File: src/rtl/ahb_slave_mem.sv
// ahb_slave_mem: AHB-Lite slave over a DEPTH x 32-bit memory with WAIT_STATES wait cycles per OKAY transfer and a 2-cycle ERROR response; inputs hclk/hresetn/hsel/haddr/hwrite/hsize/hburst/hprot/htrans/hready/hwdata, outputs hreadyout/hresp/hrdata
module ahb_slave_mem #(
  parameter int DEPTH = 16,
  parameter int WAIT_STATES = 1
) (
  input  logic        hclk,
  input  logic        hresetn,
  input  logic        hsel,
  input  logic [31:0] haddr,
  input  logic        hwrite,
  input  logic [2:0]  hsize,
  input  logic [2:0]  hburst,
  input  logic [3:0]  hprot,
  input  logic [1:0]  htrans,
  input  logic        hready,
  input  logic [31:0] hwdata,
  output logic        hreadyout,
  output logic        hresp,
  output logic [31:0] hrdata
);
  localparam int AW = $clog2(DEPTH);
  typedef enum logic [1:0] {S_READY, S_WAIT, S_ERR1, S_ERR2} state_t;
  state_t        state_q, state_d;
  logic [2:0]    cnt_q, cnt_d;
  logic          act_q, act_d;
  logic          write_q;
  logic [AW-1:0] idx_q;
  logic [1:0]    lane_q, size_q;
  logic [31:0]   mem_q [DEPTH];
  logic          accept, err, commit;
  logic [3:0]    be;
  logic          unused;
  assign unused = ^{hburst, hprot, htrans[0]};
  assign accept = hsel & hready & htrans[1] & hreadyout;
  assign err = (haddr >= 32'(DEPTH * 4)) || (hsize > 3'd2) || (hsize == 3'd1 && haddr[0]) ||
               (hsize == 3'd2 && haddr[1:0] != 2'd0);
  assign hreadyout = state_q == S_READY || state_q == S_ERR2;
  assign hresp = state_q == S_ERR1 || state_q == S_ERR2;
  assign hrdata = act_q && !write_q ? mem_q[idx_q] : '0;
  assign commit = act_q && write_q && state_q == S_READY;
  assign be = size_q == 2'd0 ? 4'b0001 << lane_q : size_q == 2'd1 ? 4'b0011 << lane_q : 4'b1111;
  always_comb begin
    state_d = state_q;
    cnt_d = cnt_q;
    act_d = act_q;
    case (state_q)
      S_READY, S_ERR2: begin
        state_d = S_READY;
        act_d = 1'b0;
        if (accept && err) state_d = S_ERR1;
        else if (accept) begin
          act_d = 1'b1;
          if (WAIT_STATES > 0) begin
            state_d = S_WAIT;
            cnt_d = 3'(WAIT_STATES);
          end
        end
      end
      S_WAIT: begin
        cnt_d = cnt_q - 3'd1;
        state_d = cnt_q == 3'd1 ? S_READY : S_WAIT;
      end
      S_ERR1: state_d = S_ERR2;
      default: state_d = S_READY;
    endcase
  end
  always_ff @(posedge hclk or negedge hresetn) begin
    if (!hresetn) begin
      state_q <= S_READY;
      cnt_q <= '0;
      act_q <= 1'b0;
      write_q <= 1'b0;
      idx_q <= '0;
      lane_q <= '0;
      size_q <= '0;
    end else begin
      state_q <= state_d;
      cnt_q <= cnt_d;
      act_q <= act_d;
      if (accept) begin
        write_q <= hwrite;
        idx_q <= haddr[AW+1:2];
        lane_q <= haddr[1:0];
        size_q <= hsize[1:0];
      end
    end
  end
  always_ff @(posedge hclk or negedge hresetn) begin
    if (!hresetn) mem_q <= '{default: '0};
    else if (commit)
      for (int b = 0; b < 4; b++)
        if (be[b]) mem_q[idx_q][8*b +: 8] <= hwdata[8*b +: 8];
  end
endmodule

File: config.mk
export PLATFORM = sky130hd
export DESIGN_NAME = ahb_slave_mem
export DESIGN_NICKNAME = d
export VERILOG_FILES = /design/src/rtl/ahb_slave_mem.sv
export SDC_FILE = /design/constraint.sdc
export NUM_CORES = 1
export LEC_CHECK = 0
export CAP_MARGIN = 10
export CORE_AREA = 2 2 223 225
export DETAILED_ROUTE_END_ITERATION = 10
export DIE_AREA = 0 0 225 227
export GPL_ROUTABILITY_DRIVEN = 0
export HOLD_SLACK_MARGIN = 0.06
export PLACE_DENSITY_LB_ADDON = 0.05
export SLEW_MARGIN = 20
export SYNTH_ARGS = -nofsm -noshare
export SYNTH_HDL_FRONTEND = slang
export SYNTH_SLANG_ARGS = --single-unit
export TNS_END_PERCENT = 10
File: constraint.sdc
create_clock -name hclk -period 5.4 [get_ports hclk]
set_input_delay 0.54 -clock hclk [delete_from_list [all_inputs] [get_ports hclk]]
set_output_delay 0.54 -clock hclk [all_outputs]
set_load 0.03 [all_outputs]
After elaboration in Yosys (flattened, before gate mapping)
Index checks and enable logic that the tools add are counted.

cells by class
  bitwise gates (word level) = 4
  mux-type cells = 34
  add/sub/neg operators = 1
  order comparisons = 4
  reduce and logical (&&, ||, !) cells = 19
  equality and inequality tests = 9
  shift operators = 2

operator list
  kind                   count
  $mux W512              7
  $bwmux W512            4
  $demux W32 S4          4
  $bmux W32 S4           1
  $mux W32               4
  $ge A32 B7 Y1 const B  1
  $mux W24               1
  $mux W16               1
  $mux W4                2
  $mux W8                1
  $logic_and A1 B1 Y1    7
  $eq A3 B1 Y1 const B   2
  $mux W3                2
  $pmux W2 S3            1
  $pmux W3 S2            1
  $ge A5 B5 Y1 const B   1
  $logic_or A1 B1 Y1     5
  $lt A5 B1 Y1 const B   1
  $not A4 Y5             1
  $eq A2 B1 Y1 const B   2
  $eq A2 B2 Y1 const B   2
  $logic_not A2 Y1       2
  $mux W1                4
  $ne A2 B2 Y1 const B   2
  11 further kinds       14

word-level totals
  input port bits = 81
  output and inout bits = 34
  bits in registers = 527
  word-level logic and storage cells = 96

Longest topological paths before layout
Gate-level depths: netlist of run 1.

  depth after elaboration = 16
  depth in mapped cells = 7
  depth with buffers taken out = 7

Worst setup path before layout of run 1
OpenSTA, ideal clock, no wires.

  path type = register -> output
  start = register idx_q[1]
  end = output port hrdata[0]
  required time = 4.860 ns
  cell stages (with the launch flop) = 7
  data arrival time = 2.032 ns
  setup slack = 2.828 ns
  path buffers = 3
  path through = dfrtp_1 > buf_2 > buf_2 > clkbuf_1 > mux4_2 > mux4_2 > nor2b_1

between the ends
  cells in the longest elaborated chain, start to end = 5

RTL lines
  item                                          RTL line  RTL
  start: declaration                            27        logic [AW-1:0] idx_q;
  start signal: assignment                      82        idx_q <= haddr[AW+1:2];
  $not A4 Y5 (not written as such)              39        assign hrdata = act_q && !write_q ? mem_q[idx_q] : '0;
  $bmux W32 S4                                  39
  $mux W32 (not written as such) (2 in series)  39
  $mux W32                                      39
  end: declaration                              19        output logic [31:0] hrdata

Every way passes these cells. The select of a mux whose other input is x is not followed.

Worst setup path in the final report of run 1
  start = register idx_q[0]
  end = output port hrdata[15]

The elaborated chain is that of the path after synthesis.

==> results.yml, run 1 <==
final_layout:
  layout_commonest_cell: "dfrtp_1"
  finalNetCount: 1663
  drive_above_1_share_pct: 47.93
  area_growth_pct: 14.90
  layout_common_cells: "dfrtp_1 (523), mux2_2 (492), mux4_2 (160)"
  utilization_pct: 57.06
logic_synthesis:
  synthMuxAreaShare_pct: 39.37
  synth_fa_ha_area_share_pct: 0.5190
  synth_xor_area_share_pct: 0
  synth_nets: 1561
  yosys-top-cells-area: "dfrtp_1 (55%), mux2_2 (23%), mux4_2 (15%), mux2_1 (1.4%), nand2_1 (1.0%)"
  yosys_register_bits: 527
  synth_compound_area_share_pct: 0.3581
  yosysTopAreaCell: "dfrtp_1"
  synth_top_family_by_area: "multiplexers"
  yosysUniqueCellTypes: 36
  syn_area_um2: 24110
  avgSynthCellArea_um2: 16.40
  synth-simple-area-share_pct: 3.436
  syn-instance-count: 1470
  ys_seq_area_share_pct: 54.70
  ys_warn_count: 0
  synth_top_area_share_pct: 54.70
sta:
  timing.hold.ws_ps: 484.5
  worstMarginPinSlew_ps: 1067
  fin_skew_ps: 24.93
  drv_slew: 0
  min_period_ps: 4614
  tns_ps: 0
  fin_crit_sh_pct: 85.45
  final_hold_viol_count: 0
  setup_viol: 0
  slew_headroom_pct: 28.87
  rsz0062_at_grt: "no"
  max_clock_freq_mhz: 216.7
critical_path:
  slowest_delay_ps: 1070
  slowest_stage: "dfrtp_4"
  cp_common_cell: "mux4_2"
  cp-end-kind: "primary output"
  setup.worst_path.class: "register to primary output"
  worstPathMaxFanout: 43
  crit_chain: "buf_4 -> mux4_2 -> mux4_2 -> nor2b_1 -> clkdlybuf4s50_1"
  cp.buffers_inverters: 2
  worst_ep_required_time_ps: 4860
  worstSetupStartpointType: "register"
  path_delay_family: "buffers and inverters"
  arrival_ps: 4070
global_route:
  grt_use_total_pct: 22.95
  grt_max_degree: 140
  grt_pass1_vias: 14370
  antenna_found_initial: 1
  grt.overflow.total: 0
  grt_pass1_wl_mm: 87.14
place:
  io_buffers: 106
  dp_hpwl_mm: 33.18
drt:
  vias: 13270
  vias_per_cell: 5.929
  antenna_left: 0
  drtIter0Drc: 831
  detail_route.wl_per_cell_um: 25.13
  drt_pass1_iterations: 4
  route.detailed.drc: 0
  wirelength_mm: 56.25
status:
  status: "finished clean"
clocking:
  tritoncts: "done"
  numCtsBuffers: 58
  root_buffer: "clkbuf_16"
  cts_buffer_depth: 3
  insertion_delay_ps: 620
  numClockSinks: 527
  htreeDepth: 2
  cts_resized: 0
  path_clk_slew_ps: 60
  cts_setup_buffers: 0
pwr:
  power_density_nw_per_um2: 352.8
  power.total_mw: 9.772
  irDropWorstVdd_mv: 0.2751
  p_leak_nw: 11.29
floorplanning:
  io_pins: 115
  die_h_um: 227
  fp.dieArea_um2: 51080
  rows: 81
  start_util_pct: 49.66
  die_w_um: 225
  fp.coreArea_um2: 48550
hold_path:
  hp-class: "register to register"
job:
  drv_cap: 0
## registers in the layout, summed over array words and instances, names as in the netlist
| register | flops |
|---|---|
| idx_q | 4 |
| size_q | 2 |
| act_q | 1 |
| state_q | 2 |
| lane_q | 2 |
| mem_q | 512 |
| write_q | 1 |
| cnt_q | 3 |
## synth_stat cells, drive strengths merged
library cell,instances
mux4,160
nor4,8
nand2,67
nand4,3
o31ai,2
o22a,1
clkbuf,50
dfrtp,527
a31oi,1
nand2b,8
inv,8
nand3,1
a21oi,3
mux2i,1
nor3,13
o21bai,1
or4,1
mux2,522
or4bb,1
or2,2
or4b,1
a21o,1
buf,29
o22ai,1
nor2,12
o21ai,4
nor2b,32
ha,10
## metrics by stage
stage	area, um2	setup WS (ps)	std cells
floorplan	24110	2828	1470
global placement	25780	1335	2132
detailed placement	25780	1326	2132
CTS	27690	670.4	2236
global route	27700	521.8	2237
finish	27700	785.7	2238
## worst paths after layout
kind	startpoint	endpoint	slack, ps	cells past startpoint
worst max-delay path	idx_q[0]	hrdata[15]	790	5
worst min-delay path	mem_q[402]	mem_q[402]	480	1
worst max register to register	idx_q[1]	mem_q[191]	1980	5
worst min register to register	mem_q[402]	mem_q[402]	480	1
max in group asynchronous	hresetn	mem_q[259]	3430	3
min in group asynchronous	hresetn	mem_q[483]	530	2
## final cells by class
cell class	count	area [um2]
fill	3883	20840
sequential	527	13200
multi-input combinational	856	10540
clock buffer	94	1790
timing repair buffer	121	1256
tap	622	778.2
clock inverter	9	103.9
inverter	8	30.03
antenna	1	2.502
## metal layers
metal  global-route usage [%]  wire length (um)
met3                    3.252              2109
met1                    32.71             25560
met4                    5.811              1014
met2                    37.55             27560
met5                        0                 0
## what timing repair did
item                                   4_1_cts  5_1_grt
endpoints found under the hold margin       88        0
hold buffers                                 1        0
setup endpoints to repair                    0        0
## power breakdown
group / switching [mW] / total, mW / internal, mW
registers: 0.273 / 4.42 / 4.15
logic: 0.567 / 1.43 / 0.865
clock network: 1.58 / 3.92 / 2.34
total: 2.42 / 9.77 / 7.36
## cell families (layout without fill, tap and decap cells)
logic type | count (synthesis) | in the layout
AND/OR/NAND/NOR | 149 | 149
buffers and inverters | 87 | 232
multiplexers | 683 | 683
adder cells (fa/ha/maj) | 10 | 10
flip-flops | 527 | 527
AO/OA/AOI/OAI | 14 | 14
other | 0 | 1
No activity file was read; power rests on OpenSTA's default activity.
==> inputs of run 2 (changes only) <==
Settings changed: GPL_ROUTABILITY_DRIVEN 0 to unset, SLEW_MARGIN 20 to unset.
==> results.yml, run 2 (synthesis results as in run 1) <==
hold_path:
  min_from: "mem_q[402]"
  hp-class: "register to register"
  min_path_cells: 1
clocking:
  root_buffer: "clkbuf_16"
  htreeDepth: 2
  cts_resized: 0
  path_clk_slew_ps: 60
  cts_setup_buffers: 0
  hold_buffers: 1
  cts_buffer_depth: 3
  insertion_delay_ps: 620
  numCtsBuffers: 58
  numClockSinks: 527
  tritoncts: "done"
sta:
  worstMarginPinSlew_ps: 1079
  rsz0062_at_grt: "no"
  fin_ws_ps: 787.3
  tns_ps: 0
  final_hold_viol_count: 0
  drv_slew: 0
  min_period_ps: 4613
  slew_headroom_pct: 28.04
  fin_crit_sh_pct: 85.42
  fin_skew_ps: 26.42
  setup_viol: 0
  max_clock_freq_mhz: 216.8
final_layout:
  design_area_um2: 27700
  area_growth_pct: 14.87
  reg_top3: "mem_q (512), idx_q (4), cnt_q (3)"
  finalNetCount: 1663
  top_register: "mem_q"
  utilization_pct: 57.05
  largest_register_ffs: 512
  drive_above_1_share_pct: 47.86
  layout_commonest_cell: "dfrtp_1"
  layout_common_cells: "dfrtp_1 (523), mux2_2 (492), mux4_2 (160)"
critical_path:
  reg2reg_depth: 5
  arrival_ps: 4070
  slowest_stage: "dfrtp_4"
  worstSetupStartpointType: "register"
  cp-startpoint: "idx_q[0]"
  worst_ep_required_time_ps: 4860
  cp_common_cell: "mux4_2"
  r2r_start: "idx_q[1]"
  cp-end-kind: "primary output"
  setup.worst_path.class: "register to primary output"
  slowest_delay_ps: 1050
  crit_chain: "buf_4 -> mux4_2 -> mux4_2 -> nor2b_1 -> clkdlybuf4s50_1"
  worstPathMaxFanout: 43
floorplanning:
  rows: 81
  io_pins: 115
  fp.dieArea_um2: 51080
  fp.coreArea_um2: 48550
  die_h_um: 227
  start_util_pct: 49.66
  die_w_um: 225
global_route:
  grt_pass1_wl_mm: 87.14
  grt.overflow.total: 0
  grt_max_degree: 140
  grt_use_total_pct: 22.95
  antenna_found_initial: 1
  grt_pass1_vias: 14370
pwr:
  p_leak_nw: 11.29
  power_density_nw_per_um2: 352.9
  irDropWorstVdd_mv: 0.2778
  power.total_mw: 9.772
place:
  dp_hpwl_mm: 33.18
  dpl_cell_area_um2: 25780
  pre_cts_ws_ps: 1326
  place_congestion: 0.7559
  io_buffers: 106
drt:
  detail_route.wl_per_cell_um: 25.15
  vias: 13240
  drtIter0Drc: 798
  drt_pass1_iterations: 4
  route.detailed.drc: 0
  antenna_left: 0
  wirelength_mm: 56.28
  vias_per_cell: 5.917
job:
  drv_cap: 0
status:
  status: "finished clean"
[run 2: cell count changes in the layout (fill, tap and decap cells not counted)]
cell      before  now
a31oi_1        0    1
a31oi_2        1    0
buf_4          7    8
clkbuf_4       1    0
[run 2: per-stage QoR]
stage | hold slack, ps | std cells
floorplan | 244.4 | 1470
global route | 501.4 | 2237
global placement | 470.0 | 2132
detailed placement | 475.7 | 2132
finish | 485.7 | 2238
CTS | 489.1 | 2236
[run 2: worst paths after layout]
path / endpoint / slack, ps
worst max register to register: mem_q[422] / 1980
worst max-delay path: hrdata[15] / 790
min in group asynchronous: mem_q[483] / 530
worst min register to register: mem_q[402] / 490
max in group asynchronous: mem_q[259] / 3430
worst min-delay path: mem_q[402] / 490
[run 2: cell type report]
cell class | instances | area (um2)
fill | 3883 | 20850
sequential | 527 | 13200
multi-input combinational | 856 | 10530
clock buffer | 94 | 1790
timing repair buffer | 121 | 1256
tap | 622 | 778.2
clock inverter | 9 | 103.9
inverter | 8 | 30.03
antenna | 1 | 2.502
[run 2: power breakdown]
part           leakage (nW)  switching (mW)  total [mW]  internal [mW]
clock network         0.929            1.57        3.92           2.34
logic                  4.12           0.567        1.43          0.865
registers              6.24           0.275        4.42           4.15
total                  11.3            2.42        9.77           7.36
[run 2: routing by layer]
metal	part of all wire [%]	up-vias	GRT usage, %
met5	0	-	0
met4	1.8	0	5.811
met3	3.7	73	3.252
met2	49	240	37.55
met1	46	7172	32.71
li1	-	5758	-
[run 2: worst max-delay path: cells and delay by family (launching register included)]
family	cells	cell delay (ps)
buffers and inverters	2	1110
flip-flops	1	1050
multiplexers	2	1070
AND/OR/NAND/NOR	1	150
